===== config.mk =====
export PLATFORM = sky130hd
export DESIGN_NAME = safe_code_lock
export DESIGN_NICKNAME = d
export VERILOG_FILES = /design/src/rtl/safe_code_lock.sv
export SDC_FILE = /design/constraint.sdc
export NUM_CORES = 1
export LEC_CHECK = 0
export CORE_UTILIZATION = 45
export DETAILED_ROUTE_END_ITERATION = 10
export PLACE_DENSITY_LB_ADDON = 0.05
export RECOVER_POWER = 25
export SLEW_MARGIN = 20
export SYNTH_ARGS = -nofsm -noshare
export SYNTH_HDL_FRONTEND = slang
export SYNTH_SLANG_ARGS = --single-unit

===== constraint.sdc =====
create_clock -name clk -period 4.6 [get_ports clk]
set_input_delay 0.92 -clock clk [delete_from_list [all_inputs] [get_ports clk]]
set_output_delay 0.92 -clock clk [all_outputs]
set_load 0.02 [all_outputs]

===== src/rtl/safe_code_lock.sv =====
// Safe password FSM: BCD digits are dialled with INC, confirmed with NEXT, and the full
// entry is compared against the stored code. Repeated mismatches trigger a timed alarm lockout.
module safe_code_lock #(
    parameter int unsigned  DIGITS      = 4,
    parameter int unsigned  MAX_FAIL    = 3,
    parameter int unsigned  LOCK_CYCLES = 36000000,
    parameter int unsigned  TIMER_W     = 26,
    parameter logic [15:0]  INIT_CODE   = 16'h0000
) (
    input  logic       clk,
    input  logic       rst,
    input  logic       inc_pulse,
    input  logic       next_pulse,
    input  logic       lock_pulse,
    output logic [3:0] cur_digit,
    output logic [1:0] cur_pos,
    output logic [1:0] fail_cnt,
    output logic       unlocked,
    output logic       alarm
);

    localparam logic [2:0] ST_ENTRY   = 3'd0;
    localparam logic [2:0] ST_CHECK   = 3'd1;
    localparam logic [2:0] ST_OPEN    = 3'd2;
    localparam logic [2:0] ST_SETPW   = 3'd3;
    localparam logic [2:0] ST_LOCKOUT = 3'd4;

    localparam logic [1:0]         LAST_POS  = 2'(DIGITS - 1);
    localparam logic [1:0]         FAIL_MAX  = 2'(MAX_FAIL);
    localparam logic [TIMER_W-1:0] TIMER_MAX = TIMER_W'(LOCK_CYCLES - 1);

    logic [2:0]         state;
    logic [15:0]        entry;
    logic [15:0]        code;
    logic [TIMER_W-1:0] timer;

    logic        do_lock, do_next, do_inc;
    logic        last_pos, match;
    logic [3:0]  digit_inc;
    logic [1:0]  fail_inc;
    logic [15:0] entry_w;

    always_comb begin
        do_lock   = lock_pulse;
        do_next   = next_pulse & ~lock_pulse;
        do_inc    = inc_pulse & ~next_pulse & ~lock_pulse;
        digit_inc = (cur_digit >= 4'd9) ? '0 : cur_digit + 4'd1;
        last_pos  = (cur_pos == LAST_POS);
        fail_inc  = fail_cnt + 2'd1;
        // Entry buffer as it will look once the digit being confirmed is stored.
        entry_w   = entry;
        entry_w[{cur_pos, 2'b00} +: 4] = cur_digit;
        match = 1'b1;
        for (int unsigned i = 0; i < 4; i++) begin
            if (i < DIGITS && entry[i*4 +: 4] != code[i*4 +: 4]) begin
                match = 1'b0;
            end
        end
    end

    always_ff @(posedge clk or negedge rst) begin
        if (!rst) begin
            state     <= ST_ENTRY;
            cur_digit <= '0;
            cur_pos   <= '0;
            fail_cnt  <= '0;
            entry     <= '0;
            code      <= INIT_CODE;
            timer     <= '0;
            unlocked  <= 1'b0;
            alarm     <= 1'b0;
        end else begin
            case (state)
                ST_ENTRY: begin
                    if (do_lock) begin
                        entry     <= '0;
                        cur_pos   <= '0;
                        cur_digit <= '0;
                    end else if (do_next) begin
                        entry     <= entry_w;
                        cur_digit <= '0;
                        if (last_pos) begin
                            cur_pos <= '0;
                            state   <= ST_CHECK;
                        end else begin
                            cur_pos <= cur_pos + 2'd1;
                        end
                    end else if (do_inc) begin
                        cur_digit <= digit_inc;
                    end
                end
                ST_CHECK: begin
                    entry <= '0;
                    if (match) begin
                        fail_cnt <= '0;
                        unlocked <= 1'b1;
                        state    <= ST_OPEN;
                    end else begin
                        fail_cnt <= fail_inc;
                        if (fail_inc == FAIL_MAX) begin
                            alarm <= 1'b1;
                            timer <= '0;
                            state <= ST_LOCKOUT;
                        end else begin
                            state <= ST_ENTRY;
                        end
                    end
                end
                ST_OPEN: begin
                    if (do_lock) begin
                        unlocked <= 1'b0;
                        state    <= ST_ENTRY;
                    end else if (do_next) begin
                        cur_pos   <= '0;
                        cur_digit <= '0;
                        entry     <= '0;
                        state     <= ST_SETPW;
                    end
                end
                ST_SETPW: begin
                    if (do_lock) begin
                        entry     <= '0;
                        cur_pos   <= '0;
                        cur_digit <= '0;
                        state     <= ST_OPEN;
                    end else if (do_next) begin
                        cur_digit <= '0;
                        if (last_pos) begin
                            code    <= entry_w;
                            entry   <= '0;
                            cur_pos <= '0;
                            state   <= ST_OPEN;
                        end else begin
                            entry   <= entry_w;
                            cur_pos <= cur_pos + 2'd1;
                        end
                    end else if (do_inc) begin
                        cur_digit <= digit_inc;
                    end
                end
                ST_LOCKOUT: begin
                    if (timer == TIMER_MAX) begin
                        timer    <= '0;
                        fail_cnt <= '0;
                        alarm    <= 1'b0;
                        state    <= ST_ENTRY;
                    end else begin
                        timer <= timer + TIMER_W'(1);
                    end
                end
                default: begin
                    unlocked <= 1'b0;
                    alarm    <= 1'b0;
                    state    <= ST_ENTRY;
                end
            endcase
        end
    end

endmodule

Word-level counts from Yosys, hierarchy flattened
Index checks and enable logic that the tools add are counted.
{ "word_totals": {"elab_cells": 119, "regBits": 71, "output_inout_bits": 10} }
{ "op_classes": {"eq_ne": 27, "n_reduce_logical": 16, "n_lt_le_gt_ge": 1, "n_addsub": 5, "muxes": 52, "n_shift": 2, "bitwise": 7} }
{ "op_table": {"columns": ["operator", "count"], "rows": [
  ["$mux 16", 7],
  ["$mux 26", 3],
  ["$pmux 16 s4", 1],
  ["$pmux 26 s2", 1],
  ["$mux 3", 11],
  ["$add 26x1->26 const B", 1],
  ["$eq 26x26->1 const B", 1],
  ["$mux 4", 6],
  ["$ne 2x2->1 const B", 10],
  ["$bwmux 16", 1],
  ["$ne 4x4->1", 4],
  ["$reduce_and 4->1", 4],
  ["$shift 4x6->16 const A", 1],
  ["$shiftx 4x6->16", 1],
  ["$pmux 3 s5", 1],
  ["$mux 2", 7],
  ["$ne 3x3->1 const B", 4],
  ["$mux 1", 9],
  ["$pmux 2 s2", 2],
  ["$pmux 4 s2", 1],
  ["$reduce_and 7->1", 1],
  ["$eq 3x2->1 const B", 2],
  ["$neg 4->6", 1],
  ["$pmux 1 s3", 2],
  ["18 further kinds", 28]
]} }

Logic depth before layout (Yosys ltp)
Gate-level depths: netlist (run 1).
{ "depth": {"ltp_word": 7, "ltp_mapped": 8} }

Least setup slack after synthesis (run 1)
OpenSTA, ideal clock, no wires.
{ "synth_timing": {"path_type": "input port to flip-flop", "startpoint": "input lock_pulse", "endpoint": "register cur_digit[2]", "setup_time_ns": 0.076, "cell_stages": 4, "t_arrival_ns": 1.919, "setup_slack_ns": 2.605, "cell_sequence": "or4_4 a211oi_4 a21boi_1 o21ai_1"} }
{ "synth_between": {"elab_chain_len": 5} }
{ "synth_rtl": {"columns": ["element", "line", "text"], "rows": [
  ["start, declared", "14", "input logic lock_pulse,"],
  ["$not 1->1 (no line)", null, null],
  ["$and 1x1->1", "45", "do_next = next_pulse & ~lock_pulse;"],
  ["$mux 4", "126", "end else if (do_next) begin"],
  ["$mux 4", "75", "if (do_lock) begin"],
  ["$pmux 4 s2", "73", "case (state)"],
  ["end signal, assigned", "89", "cur_digit <= digit_inc;"],
  ["end signal, assigned", "138", "cur_digit <= digit_inc;"],
  ["end, declared", "15", "output logic [3:0] cur_digit,"]
]} }
Parallel ways exist; a longest one is shown, timed or not.
A chain may end at the register's enable or synchronous reset.

Worst setup path after layout (run 1)
{ "layout_timing": {"startpoint": "register timer[0]", "endpoint": "register timer[3]"} }
{ "layout_between": {"elab_chain_len": 3} }
{ "layout_rtl": {"columns": ["element", "line", "text"], "rows": [
  ["start, declared", "35", "logic [TIMER_W-1:0] timer;"],
  ["start signal, assigned", "148", "timer <= timer + TIMER_W'(1);"],
  ["$add 26x1->26 / $eq 26x26->1 (equally long branches)", "148, 142", null],
  ["$mux 26 *", "142", "if (timer == TIMER_MAX) begin"],
  ["$pmux 26 s2 *", "73", null]
]} }
Every way passes the cells marked *; elsewhere a longest branch is shown, timed or not.

==> impl_metrics.json, run 1 <==
{
  "status": "finished, violations left",
  "violations": "capacitance limit, slew limit",
  "skew_ns": 0.0108,
  "drtIter0Drc": 121,
  "num-nets-final": 455,
  "viasPerCell": 6.00,
  "ir_drop_mv": 0.227,
  "grt_max_degree": 72,
  "rsz0062_at_grt": "no",
  "synth_seq_cells": 71,
  "async_reset_ff_share_pct": 100,
  "grt_pass1_vias": 3263,
  "syn_avg_cell_area_um2": 9.48,
  "cts_hold_buffers": 0,
  "pre_cts_ws_ns": 1.72,
  "wire_per_inst_um": 17.8,
  "hold_viol": 0,
  "clk_pin_slew_ns": 0.08,
  "clk_latency_ns": 0.35,
  "cp_data_required_time_ns": 4.79,
  "dieHeight_um": 97.4,
  "io_pins": 15,
  "max_freq_ghz": 0.382,
  "period_share_pct": 57.0,
  "numCtsBuffers": 9,
  "fin_util_pct": 51.5,
  "dr.pass1.iters": 4,
  "areaGrowthSynthToFinish_pct": 10.2,
  "regToRegStartpoint": "timer[0]",
  "crit_path_start_kind": "flop",
  "worstMarginPinSlew_ns": 1.80,
  "power_leakage_uw": 0.00184,
  "fin_cells": 552,
  "grt_overflow": 0,
  "syn-num-nets": 448,
  "synth_area_leaders": "dfrtp_1, a21oi_1, a31oi_1",
  "setup_viol": 0,
  "path_class": "reg -> reg",
  "holdWs_ns": 0.523,
  "finalSetupTns_ns": 0,
  "yosysTopAreaCellShare_pct": 43.4,
  "synth_edf_count": 0,
  "place_congestion": 0.836,
  "layout-drive-gt1-share_pct": 8.56,
  "critPathMaxFanout": 41,
  "hold_path_depth": 1,
  "relSlewSlack_pct": -20.0,
  "dp.cells": 536,
  "htreeDepth": 3,
  "crit_arrival_ns": 2.81,
  "grtUsageTotal_pct": 22.0,
  "fp.coreArea_um2": 8760,
  "nFillCells": 819,
  "cts_setup_buffers": 0,
  "yosysWarningCount": 0,
  "worst_slack_ns": 1.98,
  "num_vias": 3311,
  "cap_violations": 1,
  "die_w_um": 97.4,
  "grt_pass1_wl_um": 16600,
  "end_kind": "flop",
  "netlist_instances": 432,
  "min_from": "timer[12]",
  "post_cts_resized": 0,
  "n_antenna_cell": 0,
  "wl_um": 9820,
  "clock-sinks": 71,
  "cts_tree": "yes",
  "drc": 0,
  "synth_top_area_cell": "dfrtp_1",
  "yosysSeqAreaShare_pct": 43.4,
  "final_max_slew_viol_count": 72,
  "ant_nets": 0,
  "ys_types": 58,
  "reg2reg_depth": 6,
  "numPortBuffers": 14,
  "root_buffer": "clkbuf_8",
  "hpwl_um": 6490,
  "crit_start": "timer[0]",
  "syn_area_um2": 4100,
  "synthFlopType": "dfrtp_1",
  "clock_path_buffers": 2,
  "min_path_type": "reg -> reg",
  "row_count": 34,
  "die-area_um2": 9490,
  "antenna_found_initial": 0,
  "period_needed_ns": 2.62,
  "cellPowerDensity_nw_per_um2": 358,
  "initial_core_util_pct": 46.7
}
## metal layers
layer | GRT usage (%) | vias to the layer above | wire length [um] | part of all wire [%]
met5 | 0 | - | 0 | 0
met4 | 9.95 | 0 | 245 | 2.5
met3 | 2.73 | 17 | 222 | 2.3
met2 | 35.6 | 51 | 4600 | 47
met1 | 29.5 | 1613 | 4750 | 48
li1 | - | 1630 | - | -
## stage by stage
| stage | instance area, um2 | total power [uW] |
|---|---|---|
| final | 4510 | 1620 |
| after CTS | 4510 | 1630 |
| after floorplan | 4100 | 925 |
| after global placement | 4290 | 1050 |
| after global routing | 4510 | 1700 |
| after detailed placement | 4290 | 1060 |
## sequential cells by signal (all words and copies together), names as in the netlist, 2 cells and up
| name | cells |
|---|---|
| cur_pos | 2 |
| timer | 26 |
| cur_digit | 4 |
| state | 3 |
| entry | 16 |
| fail_cnt | 2 |
| code | 16 |
## critical path, cell delays in order (launching register included)
cell      delay, ns
dfrtp_1        0.42
ha_1           0.22
nand3_1        0.25
nor3_2         0.29
nand3_2        0.65
nand2_1        0.44
o221ai_1       0.18
## Yosys cell counts, types with 4 or more instances
cell type and n:
a21oi_1 37, a31oi_1 26, a41oi_1 9, and2_1 4
and3_1 5, and4_1 5, buf_2 9, buf_4 4
clkbuf_1 6, dfrtp_1 71, ha_1 11, inv_1 24
mux2_2 4, nand2_1 16, nand3_1 28, nand3b_1 6
nand4_1 17, nor2_1 31, nor2b_1 20, nor3_1 6
o211ai_1 5, o21ai_0 11, o2bb2ai_1 16, xnor2_1 16
## worst paths after layout
path / end / slack (ns)
setup / recovery: timer[3] / 1.98
hold / removal: timer[12] / 0.52
setup reg to reg: timer[3] / 1.98
hold reg to reg: timer[12] / 0.52
max in group asynchronous: entry[1] / 2.48
min in group asynchronous: timer[4] / 1.05
## cell families (layout without fill, tap and decap cells)
| group | count (synthesis) | in the layout | synth area share, % |
|---|---|---|---|
| buffers and inverters | 44 | 56 | 4.67 |
| and+or+nand+nor | 162 | 162 | 23.5 |
| muxes | 4 | 4 | 1.10 |
| AOI/OAI and AO/OA | 124 | 124 | 20.6 |
| adders and majority gates | 11 | 11 | 3.36 |
| DFF | 71 | 71 | 43.4 |
| xor gates and xnor gates | 16 | 16 | 3.42 |
## power by group
part           switching (uW)  internal [uW]
registers                45.4            657
clock network             240            335
logic                     214            126
## final cells by class
class	instances	area [um2]	share of cell area, %
multi-input cells	317	2140	47.3
flip-flops and latches	71	1780	39.4
clock buffers	13	159	3.52
repair buffers	16	150	3.33
well taps	108	135	3.00
inverters	24	90.1	2.00
clock inverters	3	65.1	1.44
## cell usage in the layout (no fill, tap or decap), types with 2 or more instances in the layout
| cell | n |
|---|---|
| and3_1 | 5 |
| clkbuf_1 | 2 |
| mux2_2 | 4 |
| nor3_1 | 6 |
| a21oi_1 | 37 |
| a22oi_1 | 3 |
| o2bb2ai_1 | 16 |
| and2_1 | 4 |
| o221ai_1 | 2 |
| nor4_1 | 3 |
| nand3b_1 | 6 |
| clkdlybuf4s50_1 | 13 |
| or2_2 | 2 |
| dfrtp_1 | 71 |
| clkbuf_8 | 11 |
| bufinv_16 | 2 |
| o211ai_1 | 5 |
| ha_1 | 11 |
| o21ai_1 | 3 |
| and4_1 | 5 |
| nor4b_1 | 2 |
| buf_4 | 2 |
| nand4_1 | 17 |
| a41oi_1 | 9 |
| o21ai_0 | 11 |
| nand3_1 | 28 |
| nand3_2 | 2 |
| nor4_4 | 2 |
| or4b_1 | 2 |
| a31oi_1 | 26 |
| inv_1 | 24 |
| nand2_1 | 16 |
| xnor2_1 | 16 |
| nor2_1 | 31 |
| nor2b_1 | 20 |
Power figures use the tool's default switching activity.
==> inputs of run 2 (changes only) <==
==> constraint.sdc (replaced) <==
create_clock -name clk -period 2.3 [get_ports clk]
set_input_delay 0.46 -clock clk [delete_from_list [all_inputs] [get_ports clk]]
set_output_delay 0.46 -clock clk [all_outputs]
set_load 0.02 [all_outputs]
==> impl_metrics.json, run 2 (synthesis results as in run 1) <==
{
  "status": "finished, final reports clean",
  "final_common_cell": "dfrtp_1",
  "worstMarginPinSlew_ns": 1.02,
  "final_max_slew_viol_count": 0,
  "clock-sinks": 71,
  "dpl-instance-area_um2": 4480,
  "cp_cell_sequence": "ha_1 -> and3b_1 -> o31ai_1 -> nor4_1 -> nand2_1 -> o2bb2ai_1",
  "grt_overflow": 0,
  "cellPowerDensity_nw_per_um2": 673,
  "regMostFlops": "timer",
  "die-area_um2": 9490,
  "setup_viol": 0,
  "num-nets-final": 475,
  "largest_reg_flops": 26,
  "min_path_type": "in -> async",
  "num_vias": 3435,
  "use_met2_pct": 38.8,
  "nFillCells": 822,
  "period_share_pct": 92.6,
  "n_antenna_cell": 0,
  "wire_per_inst_um": 17.4,
  "cp_data_required_time_ns": 2.57,
  "dp.cells": 556,
  "hold_viol": 0,
  "final_area_um2": 4670,
  "crit_path_start_kind": "flop",
  "cts_tree": "yes",
  "layout_common_cells": "dfrtp_1, a21oi_1, nor2_1, nand3_1, a31oi_1",
  "holdWs_ns": 0.267,
  "cts_setup_buffers": 0,
  "clk_pin_slew_ns": 0.08,
  "initial_core_util_pct": 46.7,
  "cap_violations": 0,
  "drtIter0Drc": 187,
  "rsz0062_at_grt": "no",
  "wl_um": 9980,
  "layout-drive-gt1-share_pct": 12.9,
  "grt_max_degree": 42,
  "clk_latency_ns": 0.36,
  "ir_drop_mv": 0.383,
  "met1_usage_pct": 29.9,
  "areaGrowthSynthToFinish_pct": 14.1,
  "grt_pass1_wl_um": 17500,
  "worst-path-buf-inv": 0,
  "seq_area_um2": 1780,
  "dieHeight_um": 97.4,
  "ant_nets": 0,
  "multi_input_area_um2": 2140,
  "grt_util_met3_pct": 3.17,
  "relSlewSlack_pct": 31.8,
  "clock_path_buffers": 2,
  "dr.pass1.iters": 4,
  "cts_hold_buffers": 0,
  "crit_arrival_ns": 2.40,
  "skew_ns": 0.0104,
  "antenna_found_initial": 0,
  "slowest_stage": "nor4_1",
  "top_usage_layer": "met2",
  "post_cts_resized": 0,
  "row_count": 34,
  "path_class": "reg -> reg",
  "htreeDepth": 3,
  "fp.coreArea_um2": 8760,
  "viasPerCell": 6.01,
  "grt_pass1_vias": 3457,
  "numCtsBuffers": 9,
  "reg_top3": "timer (26), code (16), entry (16)",
  "die_w_um": 97.4,
  "drc": 0,
  "power_leakage_uw": 0.00193,
  "numPortBuffers": 14,
  "critPathMaxFanout": 6,
  "root_buffer": "clkbuf_8",
  "grtUsageTotal_pct": 23.1,
  "end_kind": "flop",
  "hpwl_um": 7010,
  "io_pins": 15,
  "max_freq_ghz": 0.470,
  "period_needed_ns": 2.13,
  "cp_top_family": "simple AND/OR/NAND/NOR gates",
  "fin_cells": 572,
  "place_congestion": 0.816,
  "critical_path.max_stage_delay_ns": 0.59
}
-- run 2: worst reg2reg max path, stage by stage (launching register included) --
cell	delay, ns
dfrtp_1	0.45
ha_1	0.27
and3b_1	0.21
o31ai_1	0.08
nor4_1	0.59
nand2_1	0.25
o2bb2ai_1	0.20
-- run 2: routing by layer --
layer | share of wire, % | routed length (um) | vias up
met4 | 2.2 | 221 | 0
met5 | 0 | 0 | -
met1 | 46 | 4620 | 1670
met2 | 48 | 4780 | 78
li1 | - | - | 1671
met3 | 3.6 | 362 | 16
-- run 2: final timing paths --
| path | start | to | slack [ns] | cells past startpoint |
|---|---|---|---|---|
| min reg2reg | timer[12] | timer[12] | 0.52 | 1 |
| max reg2reg | cur_pos[0] | entry[0] | 0.17 | 6 |
| max in group asynchronous | rst | entry[13] | 1.24 | 2 |
| min | rst | timer[2] | 0.27 | 1 |
| min in group clk | timer[12] | timer[12] | 0.52 | 1 |
| max | cur_pos[0] | entry[0] | 0.17 | 6 |
-- run 2: power by group --
group | internal, uW | switching [uW]
registers | 1310 | 77.7
clock network | 502 | 511
logic | 289 | 450
-- run 2: layout make-up --
cell class	count	area share, %
multi-input combinational	317	45.7
sequential	71	38.0
tap	108	2.89
inverter	24	1.93
clock inverter	7	1.58
clock buffer	9	2.65
timing repair buffer	36	7.23
-- run 2: metrics by stage --
stage               utilization (%)  power (uW)  setup TNS [ns]  setup slack, ns
finish                         53.3        3140               0            0.170
floorplan                         -        1850               0            0.493
global placement               51.1        2150          -0.159          -0.0239
CTS                            53.4        3170               0            0.192
detailed placement             51.1        2150          -0.627          -0.0703
global route                   53.3        3310               0           0.0563
